[config.mk]
export PLATFORM = sky130hd
export DESIGN_NAME = spot_centroid_calc_flat
export DESIGN_NICKNAME = d
export VERILOG_FILES = /design/src/rtl/spot_centroid_calc_if.sv /design/src/rtl/spot_centroid_calc.sv /design/src/flat_wrapper.sv
export SDC_FILE = /design/constraint.sdc
export NUM_CORES = 1
export LEC_CHECK = 0
export CORE_MARGIN = 5
export CORE_UTILIZATION = 59
export DETAILED_ROUTE_END_ITERATION = 6
export PLACE_DENSITY_LB_ADDON = 0.05
export RECOVER_POWER = 50
export SYNTH_ARGS = -nofsm -noshare
export SYNTH_HDL_FRONTEND = slang
export SYNTH_SLANG_ARGS = --single-unit
[constraint.sdc]
create_clock -name clk96 -period 3 [get_ports clk96]
set_input_delay 0.6 -clock clk96 [delete_from_list [all_inputs] [get_ports clk96]]
set_output_delay 0.6 -clock clk96 [all_outputs]
set_load 0.1 [all_outputs]
[src/rtl/spot_centroid_calc_if.sv]
// Spot-info fetch bus and centroid result signals between the capture stage and the centroid calculator.
interface spot_centroid_calc_if;
  logic        frame_start;
  logic [2:0]  spot_info_addr;
  logic [7:0]  spot_info_data;
  logic        busy;
  logic        spot_valid;
  logic        spot_found;
  logic [9:0]  x_pos;
  logic [9:0]  y_pos;
  logic [15:0] pix_cnt;

  // master: centroid calculator (drives the byte select and results)
  modport master (
    input  frame_start, spot_info_data,
    output spot_info_addr, busy, spot_valid, spot_found, x_pos, y_pos, pix_cnt
  );

  // slave: capture stage / result consumer
  modport slave (
    output frame_start, spot_info_data,
    input  spot_info_addr, busy, spot_valid, spot_found, x_pos, y_pos, pix_cnt
  );
endinterface

[src/rtl/spot_centroid_calc.sv]
// Fetches last frame's spot sums/count byte-wise on a frame_start edge and computes the
// saturated integer centroid with one shared serial restoring divider.
module spot_centroid_calc #(
  parameter logic [15:0] MIN_PIX = 16'd4,
  parameter logic [9:0]  POS_MAX = 10'd1023
) (
  input  logic                clk96,
  input  logic                nRst,
  spot_centroid_calc_if.master bus
);

  localparam int unsigned SUM_W  = 24;
  localparam int unsigned CNT_W  = 16;
  localparam int unsigned POS_W  = 10;
  localparam int unsigned INFO_W = 2 * SUM_W + CNT_W;

  typedef enum logic [2:0] {IDLE, FETCH, CHECK, DIV_X, DIV_Y, DONE} state_e;

  state_e              state_q;
  logic                fs_q;
  logic                armed_q;
  logic [3:0]          fcnt_q;
  logic [2:0]          addr_q;
  logic [INFO_W-1:0]   info_q;
  logic [CNT_W-1:0]    rem_q;
  logic [SUM_W-1:0]    dvd_q;
  logic [4:0]          iter_q;
  logic [POS_W-1:0]    x_res_q;
  logic                busy_q;
  logic                valid_q;
  logic                found_q;
  logic [POS_W-1:0]    x_q;
  logic [POS_W-1:0]    y_q;
  logic [CNT_W-1:0]    pix_q;

  logic                start_c;
  logic [SUM_W-1:0]    xsum_c;
  logic [SUM_W-1:0]    ysum_c;
  logic [CNT_W-1:0]    cnt_c;
  logic [CNT_W:0]      shifted_c;
  logic                qbit_c;
  logic [CNT_W-1:0]    rem_next_c;
  logic [SUM_W-1:0]    quo_next_c;
  logic [POS_W-1:0]    sat_c;

  // armed_q masks the first cycle after reset so a level already high is not seen as an edge
  assign start_c = bus.frame_start & ~fs_q & armed_q;

  // One restoring-divide step: dividend shifts out MSB-first, quotient bits shift in at the LSB
  always_comb begin
    xsum_c     = info_q[INFO_W-1 -: SUM_W];
    ysum_c     = info_q[CNT_W +: SUM_W];
    cnt_c      = info_q[CNT_W-1:0];
    shifted_c  = {rem_q, dvd_q[SUM_W-1]};
    qbit_c     = (shifted_c >= {1'b0, cnt_c});
    rem_next_c = qbit_c ? CNT_W'(shifted_c - {1'b0, cnt_c}) : shifted_c[CNT_W-1:0];
    quo_next_c = {dvd_q[SUM_W-2:0], qbit_c};
    sat_c      = (quo_next_c > SUM_W'(POS_MAX)) ? POS_MAX : quo_next_c[POS_W-1:0];
  end

  always_ff @(posedge clk96 or negedge nRst) begin
    if (!nRst) begin
      state_q <= IDLE;
      fs_q    <= 1'b0;
      armed_q <= 1'b0;
      fcnt_q  <= '0;
      addr_q  <= '0;
      info_q  <= '0;
      rem_q   <= '0;
      dvd_q   <= '0;
      iter_q  <= '0;
      x_res_q <= '0;
      busy_q  <= 1'b0;
      valid_q <= 1'b0;
      found_q <= 1'b0;
      x_q     <= '0;
      y_q     <= '0;
      pix_q   <= '0;
    end else begin
      fs_q    <= bus.frame_start;
      armed_q <= 1'b1;
      valid_q <= 1'b0;
      if (start_c) begin
        // A new edge always wins: any computation in flight is dropped without a pulse
        state_q <= FETCH;
        addr_q  <= '0;
        fcnt_q  <= '0;
        busy_q  <= 1'b1;
      end else begin
        case (state_q)
          IDLE: begin
            addr_q <= '0;
            busy_q <= 1'b0;
          end
          FETCH: begin
            if (fcnt_q == 4'd8) begin
              state_q <= CHECK;
            end else begin
              info_q <= {info_q[INFO_W-9:0], bus.spot_info_data};
              addr_q <= 3'(addr_q + 3'd1);
              fcnt_q <= 4'(fcnt_q + 4'd1);
            end
          end
          CHECK: begin
            if (cnt_c < MIN_PIX) begin
              state_q <= DONE;
              valid_q <= 1'b1;
              found_q <= 1'b0;
              pix_q   <= cnt_c;
            end else begin
              state_q <= DIV_X;
              rem_q   <= '0;
              dvd_q   <= xsum_c;
              iter_q  <= '0;
            end
          end
          DIV_X: begin
            rem_q  <= rem_next_c;
            dvd_q  <= quo_next_c;
            iter_q <= 5'(iter_q + 5'd1);
            if (iter_q == 5'd23) begin
              x_res_q <= sat_c;
              rem_q   <= '0;
              dvd_q   <= ysum_c;
              iter_q  <= '0;
              state_q <= DIV_Y;
            end
          end
          DIV_Y: begin
            rem_q  <= rem_next_c;
            dvd_q  <= quo_next_c;
            iter_q <= 5'(iter_q + 5'd1);
            if (iter_q == 5'd23) begin
              state_q <= DONE;
              valid_q <= 1'b1;
              found_q <= 1'b1;
              pix_q   <= cnt_c;
              x_q     <= x_res_q;
              y_q     <= sat_c;
            end
          end
          DONE: begin
            state_q <= IDLE;
            busy_q  <= 1'b0;
          end
          default: state_q <= IDLE;
        endcase
      end
    end
  end

  assign bus.spot_info_addr = addr_q;
  assign bus.busy           = busy_q;
  assign bus.spot_valid     = valid_q;
  assign bus.spot_found     = found_q;
  assign bus.x_pos          = x_q;
  assign bus.y_pos          = y_q;
  assign bus.pix_cnt        = pix_q;

endmodule
[src/flat_wrapper.sv]
// flat-port wrapper written by rule: the top's interface ports become plain ports
module spot_centroid_calc_flat 
#(
  parameter logic [15:0] MIN_PIX = 16'd4,
  parameter logic [9:0]  POS_MAX = 10'd1023
)
  (clk96, nRst, bus_frame_start, bus_spot_info_data, bus_spot_info_addr, bus_busy, bus_spot_valid, bus_spot_found, bus_x_pos, bus_y_pos, bus_pix_cnt);
  spot_centroid_calc_if bus_i ();
  input  logic clk96;
  input  logic nRst;
  input wire logic [$bits(bus_i.frame_start)-1:0] bus_frame_start;
  input wire logic [$bits(bus_i.spot_info_data)-1:0] bus_spot_info_data;
  output wire logic [$bits(bus_i.spot_info_addr)-1:0] bus_spot_info_addr;
  output wire logic [$bits(bus_i.busy)-1:0] bus_busy;
  output wire logic [$bits(bus_i.spot_valid)-1:0] bus_spot_valid;
  output wire logic [$bits(bus_i.spot_found)-1:0] bus_spot_found;
  output wire logic [$bits(bus_i.x_pos)-1:0] bus_x_pos;
  output wire logic [$bits(bus_i.y_pos)-1:0] bus_y_pos;
  output wire logic [$bits(bus_i.pix_cnt)-1:0] bus_pix_cnt;
  assign bus_i.frame_start = bus_frame_start;
  assign bus_i.spot_info_data = bus_spot_info_data;
  assign bus_spot_info_addr = bus_i.spot_info_addr;
  assign bus_busy = bus_i.busy;
  assign bus_spot_valid = bus_i.spot_valid;
  assign bus_spot_found = bus_i.spot_found;
  assign bus_x_pos = bus_i.x_pos;
  assign bus_y_pos = bus_i.y_pos;
  assign bus_pix_cnt = bus_i.pix_cnt;
  spot_centroid_calc #(.MIN_PIX(MIN_PIX), .POS_MAX(POS_MAX)) u_core (.clk96(clk96), .nRst(nRst), .bus(bus_i));
endmodule
After elaboration in Yosys (flattened, before gate mapping) --
Cells that the tools add are included.
Operators by class: equal/unequal tests 16, $add $sub $neg 4, bitwise operators 5, reductions and logical operators 15, order comparisons 3, muxes and demuxes 35
Operator list (number):
- 16-bit 2-to-1 mux | 5
- 24-bit case mux with 3 select lines | 1
- 24-bit 2-to-1 mux | 2
- 16-bit case mux with 3 select lines | 1
- 16-bit case mux with 2 select lines | 1
- 24-bit by 10-bit > comparator with 1-bit output (second input constant) | 1
- 3-bit 2-to-1 mux | 7
- 17-bit by 16-bit >= comparator with 1-bit output | 1
- 16-bit by 3-bit < comparator with 1-bit output (second input constant) | 1
- 16-bit subtractor | 1
- 3-bit case mux with 5 select lines | 1
- 5-bit case mux with 3 select lines | 1
- 4-bit 2-to-1 mux | 3
- 3-bit AND reduction | 4
- 10-bit 2-to-1 mux | 1
- 5-bit 2-to-1 mux | 2
- 3-bit by 1-bit != test with 1-bit output (second input constant) | 3
- 2-bit by 1-bit != test with 1-bit output (second input constant) | 4
- 4-bit AND reduction | 2
- 1-bit 2-to-1 mux | 7
- 3-bit by 2-bit equality test with 1-bit output (second input constant) | 2
- 3-bit equality test (second input constant) | 2
- 3-bit case mux with 2 select lines | 1
- 2-bit nonzero test | 3
- 15 further kinds | 21
Storage, ports and cells: bits in registers 170, bits of input ports 11, output and inout bits 42, word-level logic and storage cells 94

Depth between registers and ports, before layout --
depth in word-level cells 5, mapped depth 10, gate-level depth less buffers 10

Least setup slack after synthesis --
Ideal clock, no wire load.
path type register -> register, from register u_core.rem_q[3], to register u_core.rem_q[9], path buffers 0, arrival time 2299 ps, cell stages (with the launch flop) 8, data required time 2884 ps, period minus slack after synthesis 2415 ps, setup slack 585 ps, library setup time 116 ps, cells stage by stage dfrtp_1 ha_1 a21o_1 a211o_1 o211a_1 a211o_1 or3_2 o311ai_0
Between the ends: longest elaborated chain between the ends 4, elaborated cells on any way between the ends 5, those cells by class add/sub: 1; order compare: 1; mux: 3
RTL lines:
- start: declaration | line spot_centroid_calc.sv:25 | logic [CNT_W-1:0] rem_q;
- start signal: assignment | line spot_centroid_calc.sv:118 | rem_q <= rem_next_c;
- start signal: assignment | line spot_centroid_calc.sv:130 | rem_q <= rem_next_c;
- 16-bit subtractor or 17-bit by 16-bit >= comparator with 1-bit output (tied branches) | line spot_centroid_calc.sv:56, spot_centroid_calc.sv:55
- 16-bit 2-to-1 mux * | line spot_centroid_calc.sv:56 | rem_next_c = qbit_c ? CNT_W'(shifted_c - {1'b0, cnt_c}) : shifted_c[CNT_W-1:0];
- 16-bit 2-to-1 mux | line spot_centroid_calc.sv:121 | if (iter_q == 5'd23) begin
- 16-bit case mux with 3 select lines * | line spot_centroid_calc.sv:90 | case (state_q)
Mark *: on every way between the ends. The rest lies on a longest branch, timed or not. A chain may end at the register's enable or synchronous reset.

Worst setup path after layout --
from register u_core.info_q[11], to register u_core.dvd_q[0]
Between the ends: longest elaborated chain between the ends 3, elaborated cells on any way between the ends 6, those cells by class order compare: 2; eq/ne: 1; mux: 2; reduce/logical: 1
RTL lines:
- start: declaration | line spot_centroid_calc.sv:24 | logic [INFO_W-1:0] info_q;
- start signal: assignment | line spot_centroid_calc.sv:99 | info_q <= {info_q[INFO_W-9:0], bus.spot_info_data};
- 17-bit by 16-bit >= comparator with 1-bit output or 16-bit by 3-bit < comparator with 1-bit output (tied branches) | line spot_centroid_calc.sv:55, spot_centroid_calc.sv:105
- 24-bit 2-to-1 mux or 2-bit != test (tied branches)
- 24-bit case mux with 3 select lines or 3-bit AND reduction (tied branches)
- end signal: assignment | line spot_centroid_calc.sv:119 | dvd_q <= quo_next_c;
- end signal: assignment | line spot_centroid_calc.sv:124 | dvd_q <= ysum_c;
- end signal: assignment | line spot_centroid_calc.sv:131 | dvd_q <= quo_next_c;
- end: declaration | line spot_centroid_calc.sv:26 | logic [SUM_W-1:0] dvd_q;
Parallel ways exist; a longest one is shown, timed or not.

==> metrics.txt <==
netlist area before placement=0.00785 sq mm; share of cells above drive strength 1=0.191; CTS Root Cell=clkbuf_16; status=complete, but fails checks; Cell Pwr Density=1100 mW/mm^2; final core utilization=0.690; most frequent cells in the layout=170 x dfrtp_1, 99 x nand2_1, 78 x o21ai_0; CP Max Fanout=9; CTS resizes=0; area share of fa/ha/maj cells after synthesis=0.0344; Initial DRC Count=818; CTS hold repair buffers=0; crit path kind=register to register; commonest non-fill, non-tap cell in the layout=dfrtp_1; Synth top area share=0.542; final worst path period need=2630 ps; filler cell count=1014; Switching Power=3.96 mW; die area=0.0157 sq mm; htree depth=4; Clock Pin Slew Worst Setup and Hold Paths=70 ps; core region area=0.0131 sq mm; largest net degree at the start of global routing=80; post-synthesis simple-gate area fraction=0.125; Max-cap violations=1; Post-synth EDFFs=0; Worst Hold Class=register to register; initial antenna violation count=0; largest family of logic cells by synthesized area=compound AO/OA/AOI/OAI gates; Post-CTS Setup Bufs=0; input/output buffers=52; Clock Tree Buf Depth=2; leakage=4.22 nW; post-synth net total=767; Rel. slew slack=-0.242; Netlist cell types=64; maximum VDD drop=1.14 mV; Post-DRT Antenna Nets=0; final hold viol count=0; Sw Ratio=0.397; fin. max-slew vios=79; fraction of the mapped netlist area in compound gates=0.153; Worst Path Arrival=2930 ps; number of global-route vias before repair=5735; sum of negative setup slack=0 ps; WL final=18000 microns; cell row count=42; Die X=125 microns; hold_ws=479 ps; Num Clock Sinks=170; top cells by area, synth=dfrtp_1 54%, mux2_2 8.6%, o21ai_0 5.0%, nand2_1 4.8%, ha_1 3.2%; CP Launch Type=register; gpl congestion=0.960; Pint=6.02 mW; Critical Path Sink Type=register; P&R area growth vs syn=15.5%; Vias=5942; n_diodes=0; syn avg cell area=10.7 sq um; Mapped Cells=735; GRT Total Usage=0.235; clock power share=0.229; Post-synth ARST share=1.00; mux contribution to synthesized area=0.0925; drt drc=3; failing checks=design-rule violations, max-capacitance violations, max-slew violations; Gate power share=0.418; Worst Tran Pin Value=1860 ps; CTS buffer count=17; dominant cell type by area after synthesis=dfrtp_1; post-synthesis sequential area ratio=0.542; clk_lat worst skew=430 ps; Max Freq=0.381 GHz; NumNets Final=819; DR pass1 iterations=7; Synth Register Bits=170; drt wl/cell=18.4 microns; Req. time, crit path=3310 ps; first-pass GRT wire length=29600 microns; RSZ-0062 raised after global routing=false; Final HPWL DP=12500 microns; setup violators final=0; fin crit share=0.876; CTS tree=yes; Most used DFF post-synth=dfrtp_1; remaining global-route overflow=0; Worst Skew=9.46 ps; IO Count=53; Yosys Warn Count=0; initial core utilization=0.597; die height=125 microns; Vias/cell=6.09; Flop pwr share=0.353; Synth Area in XOR/XNOR=0.0179
==> Yosys cell counts, types with 4 or more instances <==
| master | number |
|---|---|
| nor3_1 | 12 |
| mux2_2 | 60 |
| nor3b_1 | 5 |
| nor4_1 | 6 |
| a222oi_1 | 24 |
| buf_2 | 15 |
| ha_1 | 20 |
| xor2_1 | 9 |
| nand3b_1 | 4 |
| nand2b_1 | 5 |
| o21ai_0 | 79 |
| o31ai_1 | 6 |
| xnor2_1 | 7 |
| o311ai_0 | 5 |
| nand3_1 | 15 |
| nor2_1 | 43 |
| inv_1 | 23 |
| nand2_1 | 100 |
| mux2i_1 | 5 |
| dfrtp_1 | 170 |
| a21oi_1 | 32 |
| clkbuf_1 | 22 |
| nand4_1 | 4 |
| a211o_1 | 4 |
| a21o_1 | 6 |
==> area by class of cell <==
type / instances / area [sq um] / area share
clock buffers: 20 / 457 / 0.0504
clock inverters: 12 / 160 / 0.0177
inverters: 23 / 86.3 / 0.00952
multi-input cells: 500 / 3350 / 0.369
flip-flops and latches: 170 / 4250 / 0.469
well taps: 176 / 220 / 0.0243
repair buffers: 75 / 541 / 0.0596
==> registers in the layout (all words and copies together), names as in the netlist, 4 cells and up <==
name                count
u_core.bus.pix_cnt     16
u_core.x_res_q         10
u_core.rem_q           16
u_core.iter_q           5
u_core.dvd_q           24
u_core.bus.x_pos       10
u_core.info_q          64
u_core.bus.y_pos       10
u_core.fcnt_q           4
==> logic make-up after synthesis <==
group           Yosys count
simple gates            213
buf+inv                  65
other cells               1
flops                   170
mux                      65
fa+ha+maj                21
compound gates          184
xor+xnor                 16
==> critical path, cell delays in order (launching register included) <==
cell,delay (ps)
dfrtp_1,390
inv_1,100
ha_1,390
and4_1,270
a311oi_1,320
o41ai_2,150
a211o_1,280
buf_4,200
a222oi_1,280
o21ai_0,120
==> per-layer routing <==
metal	share of wire	vias to the layer above	GRT usage
met3	0.051	31	0.0499
met5	0	-	0
met4	0.023	0	0.0880
met2	0.49	190	0.378
met1	0.43	2945	0.318
li1	-	2776	-
==> power groups by stage <==
stage,combinational (mW),sequential [mW],clock (mW)
after global routing,4.59,3.59,2.43
after global placement,4.07,3.51,0
after CTS,4.18,3.51,2.32
after detailed placement,4.15,3.54,0
after floorplan,3.01,3.51,0
final,4.17,3.52,2.28
==> metrics by stage <==
stage	power [mW]	instances	cell area, sq um	setup slack (ps)
after floorplan	6.52	735	7850	585
after global placement	7.58	944	8550	479
after detailed placement	7.69	944	8550	423
after CTS	10.0	976	9170	391
after global routing	10.6	976	9070	131
final	9.97	976	9070	373
==> worst paths after layout <==
check / from / end / slack (ps) / cells past startpoint
setup reg to reg: u_core.info_q[11] / u_core.dvd_q[0] / 370 / 9
hold reg to reg: u_core.bus.spot_found / u_core.bus.spot_found / 480 / 2
min in group asynchronous: nRst / u_core.bus.x_pos[3] / 690 / 1
max in group asynchronous: nRst / u_core.rem_q[3] / 650 / 2
setup / recovery: u_core.info_q[11] / u_core.dvd_q[0] / 370 / 9
hold / removal: u_core.bus.spot_found / u_core.bus.spot_found / 480 / 2
Note: power is estimated with default switching activity, not from simulation.
